==> config.mk <==
export PLATFORM = sky130hd
export DESIGN_NAME = dcache_mshr_flat
export DESIGN_NICKNAME = d
export VERILOG_FILES = /design/src/rtl/dcache_mshr_if.sv /design/src/rtl/dcache_mshr.sv /design/src/flat_wrapper.sv
export SDC_FILE = /design/constraint.sdc
export NUM_CORES = 1
export LEC_CHECK = 0
export CAP_MARGIN = 20
export CORE_UTILIZATION = 58
export CTS_BUF_LIST = sky130_fd_sc_hd__clkbuf_4
export CTS_CLUSTER_SIZE = 10
export DETAILED_ROUTE_END_ITERATION = 8
export GPL_ROUTABILITY_DRIVEN = 0
export HOLD_SLACK_MARGIN = 0.05
export PLACE_DENSITY_LB_ADDON = 0.25
export REMOVE_ABC_BUFFERS = 1
export SLEW_MARGIN = 5
export SYNTH_ARGS = -nofsm -noshare
export SYNTH_HDL_FRONTEND = slang
export SYNTH_SLANG_ARGS = --single-unit
==> constraint.sdc <==
create_clock -name clock -period 14.4 [get_ports clock]
set_input_delay 2.88 -clock clock [delete_from_list [all_inputs] [get_ports clock]]
set_output_delay 2.88 -clock clock [all_outputs]
set_load 0.05 [all_outputs]
==> src/rtl/dcache_mshr_if.sv <==
// LSQ request, memory bus, cache fill and completion signals of the miss-handling stage.
// The master side is the LSQ/memory/cache environment; the slave side is dcache_mshr.
interface dcache_mshr_if #(parameter int ID_W = 5);
  logic            req_valid;
  logic            req_is_store;
  logic [63:0]     req_addr;
  logic [63:0]     req_data;
  logic [ID_W-1:0] req_id;
  logic            req_ready;

  logic [1:0]      proc2mem_command;
  logic [63:0]     proc2mem_addr;
  logic [63:0]     proc2mem_data;
  logic [3:0]      mem2proc_response;
  logic [63:0]     mem2proc_data;
  logic [3:0]      mem2proc_tag;

  logic            wr_mem_en;
  logic [3:0]      wr_mem_idx;
  logic [8:0]      wr_mem_tag;
  logic [63:0]     wr_mem_data;

  logic            ld_done_valid;
  logic [ID_W-1:0] ld_done_id;
  logic [63:0]     ld_done_data;
  logic            st_done_valid;
  logic [ID_W-1:0] st_done_id;

  modport master (
    output req_valid, req_is_store, req_addr, req_data, req_id,
           mem2proc_response, mem2proc_data, mem2proc_tag,
    input  req_ready, proc2mem_command, proc2mem_addr, proc2mem_data,
           wr_mem_en, wr_mem_idx, wr_mem_tag, wr_mem_data,
           ld_done_valid, ld_done_id, ld_done_data, st_done_valid, st_done_id
  );

  modport slave (
    input  req_valid, req_is_store, req_addr, req_data, req_id,
           mem2proc_response, mem2proc_data, mem2proc_tag,
    output req_ready, proc2mem_command, proc2mem_addr, proc2mem_data,
           wr_mem_en, wr_mem_idx, wr_mem_tag, wr_mem_data,
           ld_done_valid, ld_done_id, ld_done_data, st_done_valid, st_done_id
  );
endinterface

==> src/rtl/dcache_mshr.sv <==
// In-order miss/store issue to memory with out-of-order load returns; command one cycle after accept,
// completions one cycle after memory accept/return. LSQ is stalled while the next circular slot is busy.
module dcache_mshr #(
  parameter int N_ENTRIES = 4,
  parameter int ID_W      = 5
) (
  input logic           clock,
  input logic           reset,
  dcache_mshr_if.slave  bus
);
  localparam int PW = $clog2(N_ENTRIES);
  localparam logic [1:0] CMD_NONE  = 2'd0;
  localparam logic [1:0] CMD_LOAD  = 2'd1;
  localparam logic [1:0] CMD_STORE = 2'd2;

  typedef enum logic [1:0] {EMPTY = 2'd0, WAIT_ISSUE = 2'd1, WAIT_DATA = 2'd2} state_t;

  state_t          state    [N_ENTRIES];
  logic            is_store [N_ENTRIES];
  logic [63:0]     addr     [N_ENTRIES];
  logic [63:0]     data     [N_ENTRIES];
  logic [ID_W-1:0] id       [N_ENTRIES];
  logic [3:0]      mem_tag  [N_ENTRIES];

  logic [PW-1:0]   alloc_ptr;
  logic [PW-1:0]   issue_ptr;
  logic            issue_vld;
  logic            issue_fire;
  logic            ret_hit;
  logic [PW-1:0]   ret_idx;

  logic            wr_mem_en_q;
  logic [3:0]      wr_mem_idx_q;
  logic [8:0]      wr_mem_tag_q;
  logic [63:0]     wr_mem_data_q;
  logic            ld_done_valid_q;
  logic [ID_W-1:0] ld_done_id_q;
  logic            st_done_valid_q;
  logic [ID_W-1:0] st_done_id_q;

  // Memory never reuses a live tag, so at most one entry can match.
  always_comb begin
    ret_hit = 1'b0;
    ret_idx = '0;
    for (int i = 0; i < N_ENTRIES; i++) begin
      if (state[i] == WAIT_DATA && bus.mem2proc_tag != 4'd0 && mem_tag[i] == bus.mem2proc_tag) begin
        ret_hit = 1'b1;
        ret_idx = PW'(i);
      end
    end
  end

  assign bus.req_ready        = (state[alloc_ptr] == EMPTY);
  assign issue_vld            = (state[issue_ptr] == WAIT_ISSUE);
  assign issue_fire           = issue_vld && (bus.mem2proc_response != 4'd0);
  assign bus.proc2mem_command = issue_vld ? (is_store[issue_ptr] ? CMD_STORE : CMD_LOAD) : CMD_NONE;
  assign bus.proc2mem_addr    = issue_vld ? (addr[issue_ptr] & ~64'h7) : 64'd0;
  assign bus.proc2mem_data    = issue_vld ? data[issue_ptr] : 64'd0;

  always_ff @(posedge clock) begin
    if (reset) begin
      for (int i = 0; i < N_ENTRIES; i++) state[i] <= EMPTY;
      alloc_ptr       <= '0;
      issue_ptr       <= '0;
      wr_mem_en_q     <= 1'b0;
      wr_mem_idx_q    <= '0;
      wr_mem_tag_q    <= '0;
      wr_mem_data_q   <= '0;
      ld_done_valid_q <= 1'b0;
      ld_done_id_q    <= '0;
      st_done_valid_q <= 1'b0;
      st_done_id_q    <= '0;
    end else begin
      wr_mem_en_q     <= 1'b0;
      ld_done_valid_q <= 1'b0;
      st_done_valid_q <= 1'b0;

      if (bus.req_valid && bus.req_ready) begin
        state[alloc_ptr]    <= WAIT_ISSUE;
        is_store[alloc_ptr] <= bus.req_is_store;
        addr[alloc_ptr]     <= bus.req_addr;
        data[alloc_ptr]     <= bus.req_data;
        id[alloc_ptr]       <= bus.req_id;
        alloc_ptr           <= alloc_ptr + 1'b1;
      end

      // Stores retire as soon as memory accepts them; loads wait for their tag.
      if (issue_fire) begin
        issue_ptr <= issue_ptr + 1'b1;
        if (is_store[issue_ptr]) begin
          state[issue_ptr] <= EMPTY;
          st_done_valid_q  <= 1'b1;
          st_done_id_q     <= id[issue_ptr];
        end else begin
          state[issue_ptr]   <= WAIT_DATA;
          mem_tag[issue_ptr] <= bus.mem2proc_response;
        end
      end

      if (ret_hit) begin
        state[ret_idx]  <= EMPTY;
        wr_mem_en_q     <= 1'b1;
        wr_mem_idx_q    <= addr[ret_idx][6:3];
        wr_mem_tag_q    <= addr[ret_idx][15:7];
        wr_mem_data_q   <= bus.mem2proc_data;
        ld_done_valid_q <= 1'b1;
        ld_done_id_q    <= id[ret_idx];
      end
    end
  end

  assign bus.wr_mem_en     = wr_mem_en_q;
  assign bus.wr_mem_idx    = wr_mem_idx_q;
  assign bus.wr_mem_tag    = wr_mem_tag_q;
  assign bus.wr_mem_data   = wr_mem_data_q;
  assign bus.ld_done_valid = ld_done_valid_q;
  assign bus.ld_done_id    = ld_done_id_q;
  assign bus.ld_done_data  = wr_mem_data_q;
  assign bus.st_done_valid = st_done_valid_q;
  assign bus.st_done_id    = st_done_id_q;
endmodule

==> src/flat_wrapper.sv <==
// flat-port wrapper written by rule: the top's interface ports become plain ports
module dcache_mshr_flat 
#(
  parameter int N_ENTRIES = 4,
  parameter int ID_W      = 5
)
  (clock, reset, bus_req_valid, bus_req_is_store, bus_req_addr, bus_req_data, bus_req_id, bus_mem2proc_response, bus_mem2proc_data, bus_mem2proc_tag, bus_req_ready, bus_proc2mem_command, bus_proc2mem_addr, bus_proc2mem_data, bus_wr_mem_en, bus_wr_mem_idx, bus_wr_mem_tag, bus_wr_mem_data, bus_ld_done_valid, bus_ld_done_id, bus_ld_done_data, bus_st_done_valid, bus_st_done_id);
  dcache_mshr_if #(.ID_W(ID_W)) bus_i ();
  input logic clock;
  input logic reset;
  input wire logic [$bits(bus_i.req_valid)-1:0] bus_req_valid;
  input wire logic [$bits(bus_i.req_is_store)-1:0] bus_req_is_store;
  input wire logic [$bits(bus_i.req_addr)-1:0] bus_req_addr;
  input wire logic [$bits(bus_i.req_data)-1:0] bus_req_data;
  input wire logic [$bits(bus_i.req_id)-1:0] bus_req_id;
  input wire logic [$bits(bus_i.mem2proc_response)-1:0] bus_mem2proc_response;
  input wire logic [$bits(bus_i.mem2proc_data)-1:0] bus_mem2proc_data;
  input wire logic [$bits(bus_i.mem2proc_tag)-1:0] bus_mem2proc_tag;
  output wire logic [$bits(bus_i.req_ready)-1:0] bus_req_ready;
  output wire logic [$bits(bus_i.proc2mem_command)-1:0] bus_proc2mem_command;
  output wire logic [$bits(bus_i.proc2mem_addr)-1:0] bus_proc2mem_addr;
  output wire logic [$bits(bus_i.proc2mem_data)-1:0] bus_proc2mem_data;
  output wire logic [$bits(bus_i.wr_mem_en)-1:0] bus_wr_mem_en;
  output wire logic [$bits(bus_i.wr_mem_idx)-1:0] bus_wr_mem_idx;
  output wire logic [$bits(bus_i.wr_mem_tag)-1:0] bus_wr_mem_tag;
  output wire logic [$bits(bus_i.wr_mem_data)-1:0] bus_wr_mem_data;
  output wire logic [$bits(bus_i.ld_done_valid)-1:0] bus_ld_done_valid;
  output wire logic [$bits(bus_i.ld_done_id)-1:0] bus_ld_done_id;
  output wire logic [$bits(bus_i.ld_done_data)-1:0] bus_ld_done_data;
  output wire logic [$bits(bus_i.st_done_valid)-1:0] bus_st_done_valid;
  output wire logic [$bits(bus_i.st_done_id)-1:0] bus_st_done_id;
  assign bus_i.req_valid = bus_req_valid;
  assign bus_i.req_is_store = bus_req_is_store;
  assign bus_i.req_addr = bus_req_addr;
  assign bus_i.req_data = bus_req_data;
  assign bus_i.req_id = bus_req_id;
  assign bus_i.mem2proc_response = bus_mem2proc_response;
  assign bus_i.mem2proc_data = bus_mem2proc_data;
  assign bus_i.mem2proc_tag = bus_mem2proc_tag;
  assign bus_req_ready = bus_i.req_ready;
  assign bus_proc2mem_command = bus_i.proc2mem_command;
  assign bus_proc2mem_addr = bus_i.proc2mem_addr;
  assign bus_proc2mem_data = bus_i.proc2mem_data;
  assign bus_wr_mem_en = bus_i.wr_mem_en;
  assign bus_wr_mem_idx = bus_i.wr_mem_idx;
  assign bus_wr_mem_tag = bus_i.wr_mem_tag;
  assign bus_wr_mem_data = bus_i.wr_mem_data;
  assign bus_ld_done_valid = bus_i.ld_done_valid;
  assign bus_ld_done_id = bus_i.ld_done_id;
  assign bus_ld_done_data = bus_i.ld_done_data;
  assign bus_st_done_valid = bus_i.st_done_valid;
  assign bus_st_done_id = bus_i.st_done_id;
  dcache_mshr #(.N_ENTRIES(N_ENTRIES), .ID_W(ID_W)) u_core (.clock(clock), .reset(reset), .bus(bus_i));
endmodule
==> qor.csv, run 1 <==
stage;metric;value;unit
flow_run;maxcap violations;0;
power_and_ir_drop;switching power;1.73;mW
status;outcome;finished clean;
worst_setup_path;Setup CP Type;register to output pin;
clock_tree;H-tree levels;4;
layout;Util after Layout;0.742;
hold_path;WHS Endpoint;u_core.bus.wr_mem_tag[4]$_SDFFE_PP0P_;
sta;clock period minus worst slack;7710;ps
worst_setup_path;Worst Reg-to-Reg Cells;6;
sta;Fmax;0.130;GHz
sta;Final Cycle Share;0.535;
place;placed insts;2415;
clock_tree;total CTS buffers;162;
sta;Relative slew margins;0.256;
drt;DRT iter0 DRCs;1326;
clock_tree;clk sinks;645;
clock_tree;CTS max path bufs;3;
hold_path;hold wc startpoint;u_core.bus.wr_mem_tag[4]$_SDFFE_PP0P_;
worst_setup_path;CP Cell Sequence;mux4_4, buf_4, and2_1, clkdlybuf4s50_1;
worst_setup_path;CP max stage delay;950;ps
sta;Worst Skew;51.7;ps
power_and_ir_drop;Sequential Power Share;0.429;
sta;Final Hold Fails;0;
drt;Via density;5.82;
yosys;Main synth FF type;edfxtp_1;
sta;final slew viol count;0;
yosys;Post-synth EDFFs;540;
drt;Pre-antenna DRT Iters;5;
power_and_ir_drop;VDD IR max;143;uV
die;Initial Util;0.587;
grt;pin count of the biggest net entering global routing;84;
die;Die Ht;213;um
grt;GR Util All Layers;0.294;
worst_setup_path;maximum net fanout on the critical path;75;
layout;Nets;2204;
sta;Worst-Margin Slew;1120;ps
yosys;Yosys reg bits;645;
place;I/O Buffers;487;
sta;Final setup violation count;0;
clock_tree;clk_lat worst skew;1000;ps
grt;Congestion Overflow GR;0;
yosys;mapped cell area;0.0259;mm2
power_and_ir_drop;Clk pwr share;0.280;
die;num rows;77;
die;Die Wd;213;um
yosys;Yosys warning total;0;
layout;final non-filler cell total;2698;
drt;DR vias;15700;
drt;DRC Markers;0;
die;Core ar.;0.0441;mm2
yosys;register area share after synthesis;0.707;
yosys;post-synthesis async set-or-reset flop share;0;
worst_setup_path;Reg-to-Reg End;u_core.data[1][10]$_DFFE_PP_;
grt;first-pass GRT wire length;96.0;mm
power_and_ir_drop;Pwr Density;162;mW/mm2
grt;initial antenna violation count;15;
drt;Routed WL;67.0;mm
yosys;average size of a mapped cell;17.3;um2
clock_tree;root buffer cell;clkbuf_4;
yosys;Syn Inst Count;1495;
worst_setup_path;Critical R2R Launch;u_core.state[3][1]$_SDFFE_PP0P_;
power_and_ir_drop;Sw Share;0.325;
yosys;Synth cell types;54;
grt;vias in the first global route;16100;
drt;Routed WL per cell;24.8;um
clock_tree;Setup Buffers After CTS;0;
worst_setup_path;Critical Path Sink Type;output pin;
layout;Area Growth Syn to Fin;26.4;%
drt;antenna viol nets, final;0;
worst_setup_path;crit path launch type;register;
clock_tree;TritonCTS clock tree;yes;
clock_tree;clk slew on worst S/H paths;70;ps
worst_setup_path;reg2reg setup slack;10750;ps
worst_setup_path;CP delay by family, top;buffers and inverters;
power_and_ir_drop;Leakage;10.7;nW
worst_setup_path;Req. time, crit path;11520;ps
sta;unrepaired setup endpoints after global routing;no;
worst_setup_path;Worst path slowest cell;dfxtp_4;
sta;total negative slack;0;ps
power_and_ir_drop;overall power;5.32;mW
hold_path;hold depth;2;
hold_path;Hold WC Path Type;register to register;
power_and_ir_drop;Int Pwr;3.59;mW
clock_tree;post-cts sizing count;0;
place;Post-DP HPWL;41.5;mm
layout;share of layout cells above drive strength 1;0.211;
die;die area;0.0455;mm2
worst_setup_path;Buffers & Inverters on Critical Path;2;
clock_tree;cts hold-fix bufs;0;
worst_setup_path;CP arrival;4830;ps
sta;hold slack;461;ps
power_and_ir_drop;Logic pwr share;0.291;
die;io pins;494;
tightest hold or removal path, cell delays in order (launching register included):
cell and delay [ps]:
dfxtp_1 310, inv_1 60, a221oi_2 50
layout make-up:
cell class / instances / area [um2]
clock inverters: 27 / 163
diodes: 13 / 32.5
well taps: 592 / 741
clock buffers: 243 / 1820
multi-input cells: 645 / 6550
fillers: 2682 / 11400
repair buffers: 505 / 5010
inverters: 28 / 105
flip-flops and latches: 645 / 18300
cell usage after synthesis, types with 15 or more instances:
cell / n / area share
buf_1: 16 / 0.0023
edfxtp_1: 540 / 0.63
a22oi_1: 15 / 0.0043
buf_4: 74 / 0.021
dfxtp_1: 105 / 0.081
inv_1: 28 / 0.0041
nor2_1: 21 / 0.0030
o221ai_1: 15 / 0.0051
and2_1: 135 / 0.033
o31ai_1: 64 / 0.019
clkbuf_1: 65 / 0.0094
nand2_1: 15 / 0.0022
mux4_2: 134 / 0.12
buf_2: 22 / 0.0043
a21oi_1: 69 / 0.013
nand4_1: 66 / 0.016
worst max path at each step:
stage,slack [ps],to,cells past startpoint,start
CTS,6390,bus_proc2mem_addr[4],4,register
global placement,7470,bus_proc2mem_addr[4],4,register
detailed placement,7510,bus_proc2mem_addr[4],4,register
finish,6690,bus_proc2mem_addr[4],4,register
floorplan,4470,bus_proc2mem_addr[10],2,register
global route,6370,bus_proc2mem_addr[4],4,register
metrics by stage:
step / worst slack, ps / cell area, um2
detailed placement: 7510 / 30700
floorplan: 4470 / 24900
finish: 6690 / 32800
CTS: 6390 / 32700
global route: 6370 / 32700
global placement: 7470 / 30700
sequential cells by signal (all words and copies together) (netlist names), named ones only:
name                      flops
u_core.addr                 244
u_core.bus.wr_mem_idx         4
u_core.id                    20
u_core.bus.wr_mem_en          1
u_core.is_store               4
u_core.mem_tag               16
u_core.state                  8
u_core.bus.st_done_id         5
u_core.bus.ld_done_id         5
u_core.alloc_ptr              2
u_core.issue_ptr              2
u_core.bus.st_done_valid      1
u_core.bus.wr_mem_tag         9
u_core.bus.ld_done_data      64
u_core.data                 256
layer usage:
| layer | vias up | track usage | routed length [um] |
|---|---|---|---|
| li1 | 6965 | - | - |
| met5 | - | 0 | 88 |
| met4 | 12 | 0.193 | 3810 |
| met2 | 729 | 0.460 | 32800 |
| met1 | 7843 | 0.334 | 23600 |
| met3 | 154 | 0.119 | 6730 |
cells in the final DEF (no fill, tap or decap), types with 16 or more instances in the layout:
cell type | netlist | routed
and2_1 | 135 | 130
clkdlybuf4s50_1 | 0 | 486
clkbuf_4 | 0 | 243
dfxtp_1 | 105 | 103
inv_1 | 28 | 28
edfxtp_1 | 540 | 540
mux4_2 | 134 | 133
clkinv_1 | 0 | 16
a21oi_1 | 69 | 69
nor2_1 | 21 | 20
nand4_1 | 66 | 66
buf_4 | 74 | 19
o31ai_1 | 64 | 64
power by group through the flow:
stage               combinational (mW)  sequential (mW)  clock, mW
global route                      1.62             2.29       1.62
floorplan                        0.998             2.38          0
global placement                  1.55             2.31          0
finish                            1.55             2.28       1.49
detailed placement                1.56             2.32          0
CTS                               1.57             2.28       1.52
kinds of logic (layout without fill, tap and decap cells):
| logic type | count (synthesis) | in the layout | share of synthesized area |
|---|---|---|---|
| muxes | 140 | 140 | 0.119 |
| xor gates and xnor gates | 14 | 14 | 0.00473 |
| buffers and inverters | 207 | 803 | 0.0424 |
| other | 1 | 16 | 0.000145 |
| and+or+nand+nor | 275 | 275 | 0.0649 |
| AOI/OAI and AO/OA | 205 | 205 | 0.0580 |
| DFF | 645 | 645 | 0.707 |
| adders and majority gates | 8 | 8 | 0.00386 |
No activity file was read; power rests on OpenSTA's default activity.
==> run 2, diff against run 1 <==
CORE_UTILIZATION = 54   (was 58)
clock period = 7.5 ns   (was 14.4 ns; I/O delays follow)
==> run 2 against run 1 <==
Clock skew down 5.8 ps. Wire length down 1.8%. Register-to-register slack worse by 6800 ps. Setup slack worse by 5400 ps. Final cell count up 0.56%. Sequential cell count unchanged.
==> qor.csv, run 2 (synthesized netlist as in run 1, its figures left out) <==
stage;metric;value;unit;change
drt;DRT iter0 DRCs;1118;;-16%
layout;Area Growth Syn to Fin;27.0;%;
place;Setup Slack @ Placement;2250;ps;-5260 ps
power_and_ir_drop;overall power;10.3;mW;+94%
sta;total negative slack;0;ps;unchanged
worst_setup_path;maximum net fanout on the critical path;70;;-6.7%
die;io pins;494;;unchanged
layout;most common cell after layout, fill and taps aside;edfxtp_1;;
grt;GR Util All Layers;0.273;;-0.0211
layout;Util after Layout;0.701;;-0.0414
clock_tree;TritonCTS clock tree;yes;;
drt;antenna viol nets, final;0;;unchanged
drt;Routed WL per cell;24.3;um;-2.3%
worst_setup_path;Setup CP Type;register to output pin;;
worst_setup_path;Critical Path Sink Type;output pin;;
clock_tree;Setup Buffers After CTS;0;;unchanged
clock_tree;H-tree levels;4;;unchanged
drt;Via density;5.79;;-0.55%
sta;Worst-Margin Slew;1070;ps;-43.0 ps
die;num rows;79;;+2.6%
sta;Final setup violation count;0;;unchanged
die;Die Wd;221;um;+3.6%
clock_tree;clk sinks;645;;unchanged
layout;max FFs per register;256;;unchanged
sta;unrepaired setup endpoints after global routing;no;;
sta;PnR worst setup slack;1330;ps;-5360 ps
drt;Routed WL;65.8;mm;-1.8%
grt;Congestion Overflow GR;0;;unchanged
layout;most frequent cells in the layout;edfxtp_1, clkdlybuf4s50_1, clkbuf_4, mux4_2, and2_1;;
sta;Worst Skew;46.0;ps;-5.76 ps
die;Initial Util;0.552;;-0.0353
clock_tree;clk slew on worst S/H paths;60;ps;about the same
drt;Pre-antenna DRT Iters;6;;+1
sta;clock period minus worst slack;6170;ps;
layout;final non-filler cell total;2713;;+0.56%
grt;pin count of the biggest net entering global routing;122;;+45%
drt;DR vias;15700;;+0.0064%
power_and_ir_drop;VDD IR max;263;uV;+84%
power_and_ir_drop;Leakage;10.8;nW;+0.47%
die;Die Ht;221;um;+3.6%
clock_tree;root buffer cell;clkbuf_4;;
grt;first-pass GRT wire length;98.9;mm;+3.0%
clock_tree;total CTS buffers;164;;+1.2%
sta;Fmax;0.162;GHz;
power_and_ir_drop;Pwr Density;314;mW/mm2;+93%
layout;share of layout cells above drive strength 1;0.208;;-0.00279
layout;Nets;2207;;+0.14%
drt;DRC Markers;0;;unchanged
place;I/O Buffers;487;;unchanged
worst_setup_path;crit path launch type;register;;
worst_setup_path;Req. time, crit path;6000;ps;-5520 ps
status;outcome;finished clean;;
die;Core ar.;0.0470;mm2;+6.4%
sta;Relative slew margins;0.285;;+0.0287
clock_tree;post-cts sizing count;0;;unchanged
clock_tree;clk_lat worst skew;950;ps;-50 ps
grt;vias in the first global route;16500;;+2.5%
sta;Final Hold Fails;0;;unchanged
die;die area;0.0488;mm2;+7.3%
clock_tree;cts hold-fix bufs;0;;unchanged
worst_setup_path;Worst path slowest cell;buf_4;;
sta;Final Cycle Share;0.822;;
hold_path;Hold WC Path Type;register to register;;
worst_setup_path;CP dominant cell by count;buf_4;;
clock_tree;CTS max path bufs;3;;unchanged
worst_setup_path;CP Cell Sequence;buf_4, buf_4, mux4_2, nor2_1, clkdlybuf4s50_1;;
place;placed insts;2431;;+0.66%
layout;Largest Register;u_core.data;;
place;Post-DP HPWL;40.4;mm;-2.6%
worst_setup_path;CP max stage delay;950;ps;about the same
sta;final slew viol count;0;;unchanged
flow_run;maxcap violations;0;;unchanged
grt;initial antenna violation count;12;;-3
worst_setup_path;CP arrival;4670;ps;-160 ps
==> run 2: critical path: cells and delay by family, from the launching register on <==
family	cells	cell delay (ps)
buffers and inverters	3	2560
multiplexers	1	520
flip-flops	1	340
AND/OR/NAND/NOR	1	250
==> run 2: stage by stage <==
step / cell area [um2] / hold slack [ps]
after detailed placement: 30800 / 456
final: 32900 / 464
after global routing: 32900 / 491
after CTS: 32900 / 468
after floorplan: 24900 / 452
after global placement: 30800 / 454
==> run 2: metal layers <==
| layer | vias up | global-route usage | routed length [um] |
|---|---|---|---|
| met5 | - | 0 | 40 |
| met4 | 6 | 0.155 | 2870 |
| met3 | 117 | 0.110 | 5990 |
| met2 | 703 | 0.446 | 33500 |
| met1 | 7906 | 0.304 | 23500 |
| li1 | 6972 | - | - |
==> run 2: power breakdown <==
group | total [mW] | leakage [nW] | internal (mW) | switching [mW]
Sequential | 4.35 | 5.74 | 4.21 | 0.133
Clock | 2.99 | 1.23 | 1.64 | 1.35
Combinational | 2.98 | 3.80 | 1.15 | 1.84
Total | 10.3 | 10.8 | 7.00 | 3.32
==> run 2: final cells by class <==
type	count	area, um2
Sequential cell	645	18300
Inverter	28	105
Clock inverter	37	304
Tap cell	607	759
Clock buffer	236	1770
Fill cell	3140	14000
Multi-Input combinational cell	645	6550
Antenna cell	9	22.5
Timing Repair Buffer	506	5060
==> run 2: final timing paths <==
kind,from,endpoint,slack [ps],cells past startpoint
worst max-delay path,register,bus_proc2mem_command[0],1330,5
worst min-delay path,u_core.bus.wr_mem_tag[4]$_SDFFE_PP0P_,u_core.bus.wr_mem_tag[4]$_SDFFE_PP0P_,460,2
worst max register to register,register,u_core.mem_tag[2][2]$_DFFE_PP_,3980,6
worst min register to register,u_core.bus.wr_mem_tag[4]$_SDFFE_PP0P_,u_core.bus.wr_mem_tag[4]$_SDFFE_PP0P_,460,2
